`src/rtl/mem_port_arbiter.sv`:
```
// Two-requester arbiter in front of one mem_system port. D-side wins by default;
// a starvation counter forces an I-side grant, and a timeout aborts hung accesses.
module mem_port_arbiter #(
  parameter int STARVE_LIMIT = 4,
  parameter int TIMEOUT      = 255
) (
  input  logic        clk,
  input  logic        rst,
  input  logic [15:0] i_addr,
  input  logic [15:0] i_din,
  input  logic        i_rd,
  input  logic        i_wr,
  output logic [15:0] i_dout,
  output logic        i_done,
  output logic        i_stall,
  output logic        i_hit,
  output logic        i_err,
  input  logic [15:0] d_addr,
  input  logic [15:0] d_din,
  input  logic        d_rd,
  input  logic        d_wr,
  output logic [15:0] d_dout,
  output logic        d_done,
  output logic        d_stall,
  output logic        d_hit,
  output logic        d_err,
  output logic [15:0] m_addr,
  output logic [15:0] m_din,
  output logic        m_rd,
  output logic        m_wr,
  input  logic [15:0] m_dout,
  input  logic        m_done,
  input  logic        m_hit,
  input  logic        m_err,
  output logic        gnt_d
);

  localparam logic [3:0] STARVE_MAX = 4'(STARVE_LIMIT);
  localparam logic [7:0] TMO_LAST   = 8'(TIMEOUT - 1);

  typedef enum logic [1:0] {IDLE, ISSUE, RESP} state_t;

  state_t      state_q, state_d;
  logic [3:0]  starve_q, starve_d;
  logic [7:0]  tmo_q, tmo_d;
  logic [15:0] addr_q, addr_d;
  logic [15:0] din_q, din_d;
  logic        rd_q, rd_d;
  logic        wr_q, wr_d;
  logic        sel_d_q, sel_d_d;
  logic        resp_err_q, resp_err_d;
  logic [15:0] i_dout_q, i_dout_d;
  logic        i_hit_q, i_hit_d;
  logic        i_err_q, i_err_d;
  logic [15:0] d_dout_q, d_dout_d;
  logic        d_hit_q, d_hit_d;
  logic        d_err_q, d_err_d;

  logic        i_req;
  logic        d_req;
  logic        fin;
  logic [15:0] fin_dout;
  logic        fin_hit;
  logic        fin_err;

  assign i_req = i_rd | i_wr;
  assign d_req = d_rd | d_wr;

  always_comb begin
    state_d    = state_q;
    starve_d   = starve_q;
    tmo_d      = tmo_q;
    addr_d     = addr_q;
    din_d      = din_q;
    rd_d       = rd_q;
    wr_d       = wr_q;
    sel_d_d    = sel_d_q;
    resp_err_d = resp_err_q;
    i_dout_d   = i_dout_q;
    i_hit_d    = i_hit_q;
    i_err_d    = i_err_q;
    d_dout_d   = d_dout_q;
    d_hit_d    = d_hit_q;
    d_err_d    = d_err_q;
    fin        = 1'b0;
    fin_dout   = 16'h0000;
    fin_hit    = 1'b0;
    fin_err    = 1'b0;

    case (state_q)
      IDLE: begin
        // D wins unless I has already waited through STARVE_LIMIT D grants
        if (d_req && (!i_req || (starve_q < STARVE_MAX))) begin
          sel_d_d = 1'b1;
          addr_d  = d_addr;
          din_d   = d_din;
          rd_d    = d_rd;
          wr_d    = d_wr;
          state_d = ISSUE;
          if (i_req) begin
            starve_d = starve_q + 4'd1;
          end
        end else if (i_req) begin
          sel_d_d  = 1'b0;
          addr_d   = i_addr;
          din_d    = i_din;
          rd_d     = i_rd;
          wr_d     = i_wr;
          starve_d = 4'd0;
          state_d  = ISSUE;
        end
      end

      ISSUE: begin
        tmo_d = tmo_q + 8'd1;
        if (rd_q && wr_q) begin
          fin     = 1'b1;
          fin_err = 1'b1;
        end else if (m_done) begin
          fin      = 1'b1;
          fin_dout = m_dout;
          fin_hit  = m_hit;
          fin_err  = resp_err_q | m_err;
        end else if (tmo_q == TMO_LAST) begin
          fin     = 1'b1;
          fin_err = 1'b1;
        end else begin
          resp_err_d = resp_err_q | m_err;
        end
      end

      RESP: begin
        state_d    = IDLE;
        tmo_d      = 8'd0;
        resp_err_d = 1'b0;
      end

      default: begin
        state_d = IDLE;
      end
    endcase

    // Response payload goes straight into the winner's holding registers
    if (fin) begin
      state_d = RESP;
      if (sel_d_q) begin
        d_dout_d = fin_dout;
        d_hit_d  = fin_hit;
        d_err_d  = fin_err;
      end else begin
        i_dout_d = fin_dout;
        i_hit_d  = fin_hit;
        i_err_d  = fin_err;
      end
    end
  end

  always_ff @(posedge clk or negedge rst) begin
    if (!rst) begin
      state_q    <= IDLE;
      starve_q   <= 4'd0;
      tmo_q      <= 8'd0;
      addr_q     <= 16'h0000;
      din_q      <= 16'h0000;
      rd_q       <= 1'b0;
      wr_q       <= 1'b0;
      sel_d_q    <= 1'b0;
      resp_err_q <= 1'b0;
      i_dout_q   <= 16'h0000;
      i_hit_q    <= 1'b0;
      i_err_q    <= 1'b0;
      d_dout_q   <= 16'h0000;
      d_hit_q    <= 1'b0;
      d_err_q    <= 1'b0;
    end else begin
      state_q    <= state_d;
      starve_q   <= starve_d;
      tmo_q      <= tmo_d;
      addr_q     <= addr_d;
      din_q      <= din_d;
      rd_q       <= rd_d;
      wr_q       <= wr_d;
      sel_d_q    <= sel_d_d;
      resp_err_q <= resp_err_d;
      i_dout_q   <= i_dout_d;
      i_hit_q    <= i_hit_d;
      i_err_q    <= i_err_d;
      d_dout_q   <= d_dout_d;
      d_hit_q    <= d_hit_d;
      d_err_q    <= d_err_d;
    end
  end

  // Rd/Wr fall in the Done cycle so mem_system does not start a second access
  assign m_addr = addr_q;
  assign m_din  = din_q;
  assign m_rd   = (state_q == ISSUE) & rd_q & ~wr_q & ~m_done;
  assign m_wr   = (state_q == ISSUE) & wr_q & ~rd_q & ~m_done;

  assign i_done  = (state_q == RESP) & ~sel_d_q;
  assign d_done  = (state_q == RESP) & sel_d_q;
  assign i_stall = rst & i_req & ~i_done;
  assign d_stall = rst & d_req & ~d_done;

  assign i_dout = i_dout_q;
  assign i_hit  = i_hit_q;
  assign i_err  = i_err_q;
  assign d_dout = d_dout_q;
  assign d_hit  = d_hit_q;
  assign d_err  = d_err_q;
  assign gnt_d  = sel_d_q;

endmodule

```
`config.mk`:
```
export PLATFORM = sky130hd
export DESIGN_NAME = mem_port_arbiter
export DESIGN_NICKNAME = d
export VERILOG_FILES = /design/src/rtl/mem_port_arbiter.sv
export SDC_FILE = /design/constraint.sdc
export NUM_CORES = 1
export LEC_CHECK = 0
export ABC_AREA = 1
export BUFFER_PORTS_ARGS = -buffer_cell sky130_fd_sc_hd__buf_2
export CORE_MARGIN = 10
export CORE_UTILIZATION = 45
export CTS_CLUSTER_SIZE = 8
export DETAILED_ROUTE_END_ITERATION = 10
export HOLD_SLACK_MARGIN = 0.15
export PLACE_DENSITY = 0.85
export SYNTH_ARGS = -nofsm -noshare
export SYNTH_HDL_FRONTEND = slang
export SYNTH_SLANG_ARGS = --single-unit
```
`constraint.sdc`:
```
create_clock -name clk -period 1.5 [get_ports clk]
set_clock_uncertainty 0.2 [all_clocks]
set_input_delay 0.15 -clock clk [delete_from_list [all_inputs] [get_ports clk]]
set_output_delay 0.15 -clock clk [all_outputs]
set_load 0.02 [all_outputs]
```
# Word-level counts from Yosys, hierarchy flattened
# Cells that the tools add are included.
[totals]
word_cells = 95
out_inout_bits = 75
ff_bits = 86
[op_classes]
reduce_logical = 13
n_mux = 35
add_sub_neg = 2
n_eq_ne = 8
bitwise = 21
order_cmp = 1
[op_table]
columns = ["cell", "n"]
rows = [
  ["$mux 16", 7],
  ["$mux 1", 19],
  ["$pmux 8 s2", 1],
  ["$and 1x1->1", 12],
  ["$mux 4", 3],
  ["$reduce_and 2->1", 5],
  ["$add 8x1->8 const B", 1],
  ["$eq 8x8->1 const B", 1],
  ["$ne 2x2->1 const B", 4],
  ["$mux 2", 3],
  ["$not 1->1", 6],
  ["$add 4x1->4 const B", 1],
  ["$lt 4x3->1 const B", 1],
  ["$ne 4x4->1 const B", 1],
  ["$pmux 2 s2", 1],
  ["$reduce_and 4->1", 1],
  ["$reduce_bool 2->1", 2],
  ["$or 1x1->1", 3],
  ["$eq 2x1->1 const B", 1],
  ["$eq 2x2->1 const B", 1],
  ["$logic_and 1x1->1", 2],
  ["$logic_not 2->1", 1],
  ["$pmux 1 s2", 1],
  ["$logic_not 1->1", 1],
  ["$logic_or 1x1->1", 1],
]

# Logic depth before layout (Yosys ltp)
# Gate-level depths: netlist of run 1.
[logic_depth]
ltp_word = 7
mapped_depth = 11
depth_no_buf = 10

# Worst setup path after synthesis of run 1
# Ideal clock, no wire load.
[synth_path]
kind = "reg2out"
from = "reg sel_d_q (netlist: gnt_d)"
to = "out i_stall"
arrival_ns = 1.519
path_slack_ns = -0.369
path_buffers = 2
stages_incl_launch_ff = 5
cell_sequence = "dfrtp_1 > clkbuf_1 > buf_2 > nor2_1 > nor3_1"
[synth_between]
elab_chain_cells = 4
[synth_lines]
columns = ["element", "line_no", "source"]
rows = [
  ["from (decl)", "50", "logic sel_d_q, sel_d_d;"],
  ["from (signal assigned)", "183", "sel_d_q <= sel_d_d;"],
  ["$not 1->1 (no line)", "--", ""],
  ["$and 1x1->1", "200", "assign i_done = (state_q == RESP) & ~sel_d_q;"],
  ["named net i_done", "14", "output logic i_done,"],
  ["$not 1->1", "202", "assign i_stall = rst & i_req & ~i_done;"],
  ["$and 1x1->1", "202", ""],
  ["to (decl)", "15", "output logic i_stall,"],
]
# The timed path passes the listed nets, and every way through them passes these cells.

# Worst setup path in the final report of run 1
[layout_path]
from = "reg state_q[1]"
to = "reg i_dout_q[9] (netlist: i_dout[9])"
[layout_between]
elab_chain_cells = 3
word_cells_on_any_way = 4
cone_classes = "eq/ne: 1; mux: 2; reduce/logical: 1"
[layout_lines]
columns = ["element", "line_no", "source"]
rows = [
  ["from (decl)", "43", "state_t state_q, state_d;"],
  ["from (signal assigned)", "176", "state_q <= state_d;"],
  ["$eq 2x1->1 (*)", "90", "case (state_q)"],
  ["$mux 1", "90", ""],
  ["$reduce_and 2->1 (no line)", "--", ""],
  ["to (signal assigned)", "185", "i_dout_q <= i_dout_d;"],
  ["to (decl)", "52", "logic [15:0] i_dout_q, i_dout_d;"],
]
# Every way passes the cells marked *; elsewhere a longest branch is shown, timed or not.
# A chain may end at the register's enable or synchronous reset.

==> results of run 1 <==
[layout make-up]
class / instances / area [sq um] / share of cell area (%)
antenna: 6 / 15.0 / 0.192
clock buffer: 13 / 169 / 2.16
clock inverter: 1 / 5.00 / 0.0640
inverter: 56 / 233 / 2.98
multi-input combinational: 408 / 2530 / 32.4
sequential: 86 / 2150 / 27.5
tap: 133 / 166 / 2.13
timing repair buffer: 314 / 2540 / 32.5
[tightest hold or removal path, delay by kind of cell]
kind / cells / cell delay (ns)
simple gates: 4 / 0.37
buf+inv: 1 / 0.09
compound gates: 1 / 0.09
[routing by layer]
metal  GRT usage, %  wire length [um]  up-vias
met3           9.45              2590      132
met1           28.4              7140     2685
li1               -                 -     2461
met2           43.3             10600      530
met5              0                17        -
met4           14.4              1220        2
[power breakdown]
group,total (mW),internal (mW),switching (mW)
clock network,1.54,0.719,0.824
registers,4.08,3.29,0.796
logic,9.98,4.12,5.86
total,15.6,8.13,7.48
[cell usage after synthesis (all sizes together)]
cell type / n / share of area, %
inv: 56 / 4.6
nor3: 4 / 0.44
nand4: 38 / 5.2
a21o: 1 / 0.17
clkbuf: 4 / 0.33
a21boi: 1 / 0.17
o21a: 1 / 0.17
nand3: 39 / 4.9
nand3b: 32 / 5.3
buf: 28 / 4.8
nor3b: 1 / 0.17
o21bai: 1 / 0.17
ha: 7 / 1.9
nor2: 33 / 2.8
a21oi: 8 / 0.97
dfrtp: 86 / 47
o22ai: 1 / 0.14
a31oi: 1 / 0.14
nand2: 225 / 19
o21ai: 7 / 1.0
[timing repair]
action,CTS,global route
resized for setup,100,67
hold buffers,87,1
setup endpoints to repair,76,93
pin swaps,34,13
setup buffers,15,4
gates cloned,7,8
endpoints found under the hold margin,161,1
[cell usage in the layout (no fill, tap or decap), types with 6 or more instances in the layout]
cell type                       instances
sky130_fd_sc_hd__nor2_2                13
sky130_fd_sc_hd__nand3b_1              32
sky130_fd_sc_hd__buf_12                12
sky130_fd_sc_hd__nand2_1              182
sky130_fd_sc_hd__nand3_2               14
sky130_fd_sc_hd__clkbuf_8              12
sky130_fd_sc_hd__nand2_8                6
sky130_fd_sc_hd__diode_2                6
sky130_fd_sc_hd__buf_6                 17
sky130_fd_sc_hd__buf_2                155
sky130_fd_sc_hd__buf_4                 34
sky130_fd_sc_hd__nand3_1               26
sky130_fd_sc_hd__nand4_1               38
sky130_fd_sc_hd__dlygate4sd3_1         88
sky130_fd_sc_hd__nor2_1                 7
sky130_fd_sc_hd__nor2_4                13
sky130_fd_sc_hd__nand2_2               33
sky130_fd_sc_hd__inv_1                 44
sky130_fd_sc_hd__dfrtp_1               85
sky130_fd_sc_hd__nand2_4                6
sky130_fd_sc_hd__inv_2                  7
[kinds of logic after synthesis]
logic type | count (synthesis) | synth area share (%)
AOI/OAI and AO/OA | 21 | 2.92
adders and majority gates | 7 | 1.93
buffers and inverters | 88 | 9.76
DFF | 86 | 47.4
and+or+nand+nor | 372 | 37.9
[registers in the layout, summed over array words and instances (netlist names)]
signal and flops:
d_dout 16, i_err 1, tmo_q 8, d_err 1, m_din 16, i_hit 1, gnt_d 1, m_addr 16
starve_q 4, rd_q 1, d_hit 1, i_dout 16, resp_err_q 1, state_q 2, wr_q 1
[through the flow]
step	hold slack, ns	power, mW	TNS [ns]
6_report	0.160	15.6	-20.45
5_1_grt	0.185	16.4	-26.66
4_1_cts	-0.127	13.8	-13.62
3_5_place_dp	0.0603	10.3	-10.75
3_3_place_gp	0.0563	10.2	-7.40
2_1_floorplan	-0.346	8.06	-1.88
[path summary, 6_finish.rpt]
kind	slack, ns	cells past startpoint	end
worst max-delay path	-0.37	8	i_dout[9]
worst min-delay path	0.16	6	state_q[1]
worst max register to register	-0.37	8	i_dout[9]
worst min register to register	0.27	2	i_dout[11]
max in group asynchronous	0.46	3	gnt_d
min in group asynchronous	0.21	3	m_addr[3]
==> tab_implementation.tex, run 1 <==
\begin{tabular}{lr}
\hline
Metric & Value \\
\hline
\multicolumn{2}{l}{\textbf{Logic synthesis}} \\
Cell variety after synth & 31 \\
Seq cells post-synth & 86 \\
YS warnings & 0 \\
Netlist area before placement & $\sim$4500 sq um \\
Count of mapped cells out of synthesis & between 500 and 600 \\
Sequential fraction of the synthesis area & 47.4\% \\
Post-synthesis net count & 670 \\
Average footprint of a synthesized cell & a little under 8 sq um \\
\multicolumn{2}{l}{\textbf{Job}} \\
Count of maximum capacitance violations & 0 \\
\multicolumn{2}{l}{\textbf{GRT}} \\
Total global routing track utilization & a little over a quarter \\
Number of global-route vias before repair & 5828 \\
Global-route wire length before repair & 30.3 mm \\
Antenna violations before repair & 7 \\
GRT overflow & 0 \\
Maximum number of pins on one net before global-route repair & 87 \\
\multicolumn{2}{l}{\textbf{Final layout}} \\
Area of all placed cells without fillers & 7820 sq um \\
Area overhead of the layout relative to synthesis & 72.4\% \\
Share of layout cells above drive strength 1 & between 40\% and 50\% \\
Number of fillers in the final layout & 560 \\
Net count of the finished layout & 971 \\
Non-filler instance count after layout & 1017 \\
Utilization after layout & 79.6\% \\
\multicolumn{2}{l}{\textbf{Worst setup path}} \\
WP data arrival & slightly below 2 ns \\
Crit path launch type & register \\
Worst Setup SP & state\_q[1] \\
Max FO, Critical Path & 8 \\
Family with the most delay on the worst path & simple AND/OR/NAND/NOR gates \\
Start of the worst register-to-register path & state\_q[1] \\
Number of buffer and inverter stages on the critical path & 3 \\
Sequence of cells on the critical path & inv\_2 > ha\_4 > buf\_4 > buf\_12 > nand2\_8 > nor2\_4 > nand4\_1 > nand2\_1 \\
Cell with the biggest individual delay on the critical path & sky130\_fd\_sc\_hd\_\_dfrtp\_1 \\
Max stage delay on crit path & between 0.4 and 0.5 ns \\
Start-to-end type of the worst setup path & register to register \\
Sort of element at the end of the critical path & register \\
CP required & 1.61 ns \\
\multicolumn{2}{l}{\textbf{Timing}} \\
Number of slew-limit violations in the final report & 0 \\
Share of the cycle needed by the critical path after routing & 125\% \\
Number of failing setup endpoints in the final timing report & 92 \\
Slew margin rel. & 66.3\% \\
Final Hold Violating Endpoints & 0 \\
Least setup slack across all paths after layout & -0.373 ns \\
Setup repair after global routing missed its margin & true \\
Actual slew at the worst max-slew pin & 0.505 ns \\
Fmax & 534 MHz \\
Final period demand of the worst path & 1.87 ns \\
\multicolumn{2}{l}{\textbf{CTS}} \\
Largest buffer count on any clock path & 2 \\
Cts bufs inserted & 9 \\
Insertion delay of the later-clocked pin in the worst-skew pair & 0.37 ns \\
Clock slew at the register clock pins of the worst setup and hold paths & $\sim$0.09 ns \\
CTS tree & built \\
Root Driver & sky130\_fd\_sc\_hd\_\_clkbuf\_8 \\
Deepest level of the CTS H-tree & 3 \\
\# clock sinks & 86 \\
\multicolumn{2}{l}{\textbf{Placed design}} \\
Placement-stage worst setup slack & -0.262 ns \\
HPWL Detailed & 9.97 mm \\
Last weighted congestion value of the routability-driven placer & 0.837 \\
Quantity of I/O buffers inserted on ports & around 160 \\
Post-detailed-placement cell area & 5740 sq um \\
DP Cell Count & 876 \\
\multicolumn{2}{l}{\textbf{Power and ir drop}} \\
LEAKAGE & just over 4 nW \\
Worst voltage drop across the vdd grid & 1.24 mV \\
P per Cell Area & 2000 nW/um\^{}2 \\
\multicolumn{2}{l}{\textbf{Floorplan}} \\
Area inside the core boundary & $\sim$10000 sq um \\
Row cnt & 36 \\
Die outline area & roughly 14000 sq um \\
Die height & 120 um \\
Die W & roughly 120 um \\
Number of top-level pins & around 160 \\
Initial standard-cell utilization of the core & 46.2\% \\
\multicolumn{2}{l}{\textbf{Route}} \\
1st-iter DRT viols & 691 \\
Average detailed-routed wire length per instance & around 21 um \\
Number of detailed-route iterations in the first pass & 5 \\
Number of vias per cell & 5.71 \\
Detailed Route WL & 21.6 mm \\
Count of antenna-violating nets left after detailed routing & 0 \\
Total via count in the routed design & 5810 \\
DRC Markers & 0 \\
\multicolumn{2}{l}{\textbf{Min path}} \\
Startpoint of the most critical hold path & d\_wr \\
HP Class & input port to register \\
\multicolumn{2}{l}{\textbf{Run status}} \\
Status & finished, violations left \\
Failing checks & setup timing \\
\hline
\end{tabular}
(Power assumes the default switching activity.)
==> run 2, diff against run 1 <==
--- a/config.mk
+++ b/config.mk
@@ -13,6 +13,7 @@
 export DETAILED_ROUTE_END_ITERATION = 10
 export HOLD_SLACK_MARGIN = 0.15
 export PLACE_DENSITY = 0.85
+export RECOVER_POWER = 25
 export SYNTH_ARGS = -nofsm -noshare
 export SYNTH_HDL_FRONTEND = slang
 export SYNTH_SLANG_ARGS = --single-unit
==> tab_implementation.tex, run 2 (same netlist as run 1, synthesis figures left out) <==
\begin{tabular}{lr}
\hline
Metric & Value \\
\hline
\multicolumn{2}{l}{\textbf{Run status}} \\
Status & finished, violations left \\
Failing checks & setup timing \\
\multicolumn{2}{l}{\textbf{Placed design}} \\
DP Cell Count & 876 (unchanged) \\
Quantity of I/O buffers inserted on ports & 163 (unchanged) \\
Last weighted congestion value of the routability-driven placer & 0.837 (unchanged) \\
HPWL Detailed & 9.97 mm (unchanged) \\
\multicolumn{2}{l}{\textbf{Timing}} \\
Least setup slack across all paths after layout & -0.365 ns (+0.00840 ns) \\
Slew margin rel. & 45.0\% (-21 points) \\
Hold Slack & 0.158 ns (-0.00157 ns) \\
Setup Total Neg Slack & -20.44 ns (+0.00850 ns) \\
Number of failing setup endpoints in the final timing report & 92 (unchanged) \\
Number of slew-limit violations in the final report & 0 (unchanged) \\
Share of the cycle needed by the critical path after routing & 124\% (-0.56 points) \\
Final Hold Violating Endpoints & 0 (unchanged) \\
Final period demand of the worst path & 1.86 ns (-0.00840 ns) \\
Fmax & 536 MHz (+0.45\%) \\
Actual slew at the worst max-slew pin & 0.825 ns (+0.321 ns) \\
Setup repair after global routing missed its margin & true \\
\multicolumn{2}{l}{\textbf{GRT}} \\
Number of global-route vias before repair & 5828 (unchanged) \\
Antenna violations before repair & 7 (unchanged) \\
Maximum number of pins on one net before global-route repair & 87 (unchanged) \\
Global-route wire length before repair & 30.3 mm (unchanged) \\
GRT overflow & 0 (unchanged) \\
Total global routing track utilization & 26.1\% (unchanged) \\
\multicolumn{2}{l}{\textbf{Final layout}} \\
Area overhead of the layout relative to synthesis & 72.1\% \\
Utilization after layout & 79.5\% (-0.13 points) \\
Non-filler instance count after layout & 1017 (unchanged) \\
Commonest non-fill, non-tap cells in the layout & 182 x sky130\_fd\_sc\_hd\_\_nand2\_1, 155 x sky130\_fd\_sc\_hd\_\_buf\_2, 88 x sky130\_fd\_sc\_hd\_\_dlygate4sd3\_1 \\
Number of fillers in the final layout & 564 (+0.71\%) \\
Share of layout cells above drive strength 1 & 40.9\% (-0.11 points) \\
Net count of the finished layout & 971 (unchanged) \\
Most frequent standard cell in the layout excluding fill and tap cells & sky130\_fd\_sc\_hd\_\_nand2\_1 \\
\multicolumn{2}{l}{\textbf{Floorplan}} \\
Die outline area & 14500 sq um (unchanged) \\
Die height & 120 um (unchanged) \\
Number of top-level pins & 164 (unchanged) \\
Initial standard-cell utilization of the core & 46.2\% (unchanged) \\
Row cnt & 36 (unchanged) \\
Die W & 120 um (unchanged) \\
Area inside the core boundary & 9820 sq um (unchanged) \\
\multicolumn{2}{l}{\textbf{Route}} \\
Count of antenna-violating nets left after detailed routing & 0 (unchanged) \\
Average detailed-routed wire length per instance & 21.3 um (+0.50\%) \\
Number of detailed-route iterations in the first pass & 6 (+1) \\
1st-iter DRT viols & 684 (-1.0\%) \\
Wire length the detailed router placed on met1 & 7.27 mm (+1.8\%) \\
DRC Markers & 0 (unchanged) \\
DR WL met3 & 2.56 mm (-1.4\%) \\
Total via count in the routed design & 5848 (+0.65\%) \\
Metal2 WL & 10.6 mm (+0.43\%) \\
Detailed Route WL & 21.7 mm (+0.50\%) \\
Number of vias per cell & 5.75 (+0.65\%) \\
Highest metal layer with signal wires & met5 \\
\multicolumn{2}{l}{\textbf{Worst setup path}} \\
Max FO, Critical Path & 9 (+1) \\
Start of the worst register-to-register path & state\_q[1] \\
Crit path launch type & register \\
Sort of element at the end of the critical path & register \\
Setup slack of the most critical reg-to-reg path & -0.36 ns (about the same) \\
Cells on worst reg2reg path & 8 (unchanged) \\
Start-to-end type of the worst setup path & register to register \\
Cell with the biggest individual delay on the critical path & sky130\_fd\_sc\_hd\_\_dfrtp\_1 \\
WP data arrival & 1.98 ns (about the same) \\
Worst Setup SP & state\_q[1] \\
Reg-to-Reg End & d\_dout[10] \\
CP required & 1.61 ns (about the same) \\
Sequence of cells on the critical path & inv\_2 > ha\_4 > buf\_4 > buf\_12 > nand2\_8 > nor2\_4 > nand4\_1 > nand2\_1 \\
Max stage delay on crit path & 0.43 ns (about the same) \\
Worst setup path endpoint & d\_dout[10] \\
\multicolumn{2}{l}{\textbf{CTS}} \\
Clock slew at the register clock pins of the worst setup and hold paths & 0.09 ns (about the same) \\
Insertion delay of the later-clocked pin in the worst-skew pair & 0.37 ns (about the same) \\
Cts bufs inserted & 9 (unchanged) \\
CTS tree & built \\
Largest buffer count on any clock path & 2 (unchanged) \\
\# clock sinks & 86 (unchanged) \\
Deepest level of the CTS H-tree & 3 (unchanged) \\
Root Driver & sky130\_fd\_sc\_hd\_\_clkbuf\_8 \\
\multicolumn{2}{l}{\textbf{Min path}} \\
HP Class & input port to register \\
Startpoint of the most critical hold path & d\_wr \\
\multicolumn{2}{l}{\textbf{Job}} \\
Count of maximum capacitance violations & 0 (unchanged) \\
\multicolumn{2}{l}{\textbf{Power and ir drop}} \\
Worst voltage drop across the vdd grid & 1.23 mV (-0.74\%) \\
LEAKAGE & 4.11 nW (-0.17\%) \\
P per Cell Area & 2000 nW/um\^{}2 (+0.19\%) \\
Overall power after layout & 15.6 mW (about the same) \\
\hline
\end{tabular}
-- run 2: repair_timing --
action | 4_1_cts | 5_1_grt
pin swaps | 34 | 13
endpoints found under the setup margin | 76 | 93
hold endpoints to repair | 161 | 1
cloned | 7 | 8
hold buffers | 87 | 1
resized for setup | 100 | 67
setup buffers | 15 | 4
-- run 2: power breakdown --
part	total (mW)	switching, mW	internal, mW
sequential	4.09	0.798	3.29
combinational	9.98	5.86	4.12
clock	1.55	0.829	0.719
-- run 2: layout make-up --
| type | instances | area, sq um | area share (%) |
|---|---|---|---|
| antenna | 6 | 15.0 | 0.192 |
| clock buffer | 13 | 169 | 2.16 |
| clock inverter | 1 | 5.00 | 0.0641 |
| inverter | 56 | 233 | 2.98 |
| multi-input combinational | 408 | 2530 | 32.5 |
| sequential | 86 | 2150 | 27.6 |
| tap | 133 | 166 | 2.13 |
| timing repair buffer | 314 | 2530 | 32.4 |
-- run 2: critical path: cells and delay by family, from the launching register on --
family / cells / cell delay [ns]
buffers and inverters: 3 / 0.45
adder cells (fa/ha/maj): 1 / 0.17
AND/OR/NAND/NOR: 4 / 0.55
flip-flops: 1 / 0.43
-- run 2: stage by stage --
step / area [sq um] / worst slack (ns)
after floorplan: 4630 / -0.0867
after global placement: 5740 / -0.180
after detailed placement: 5740 / -0.262
after CTS: 7380 / -0.298
after global routing: 7800 / -0.440
final: 7810 / -0.365
-- run 2: per-layer routing --
metal,up-vias,track usage (%)
met5,-,0
met4,2,14.4
met3,138,9.45
met2,548,43.3
met1,2703,28.4
li1,2457,-
-- run 2: worst min path at each step --
| stage | endpoint | slack [ns] | cells past startpoint |
|---|---|---|---|
| 3_3_place_gp | m_addr[3] | 0.06 | 2 |
| 2_1_floorplan | d_dout[0] | -0.35 | 0 |
| 5_1_grt | state_q[0] | 0.18 | 6 |
| 4_1_cts | wr_q | -0.13 | 3 |
| 3_5_place_dp | d_dout[3] | 0.06 | 2 |
| 6_report | state_q[1] | 0.16 | 6 |
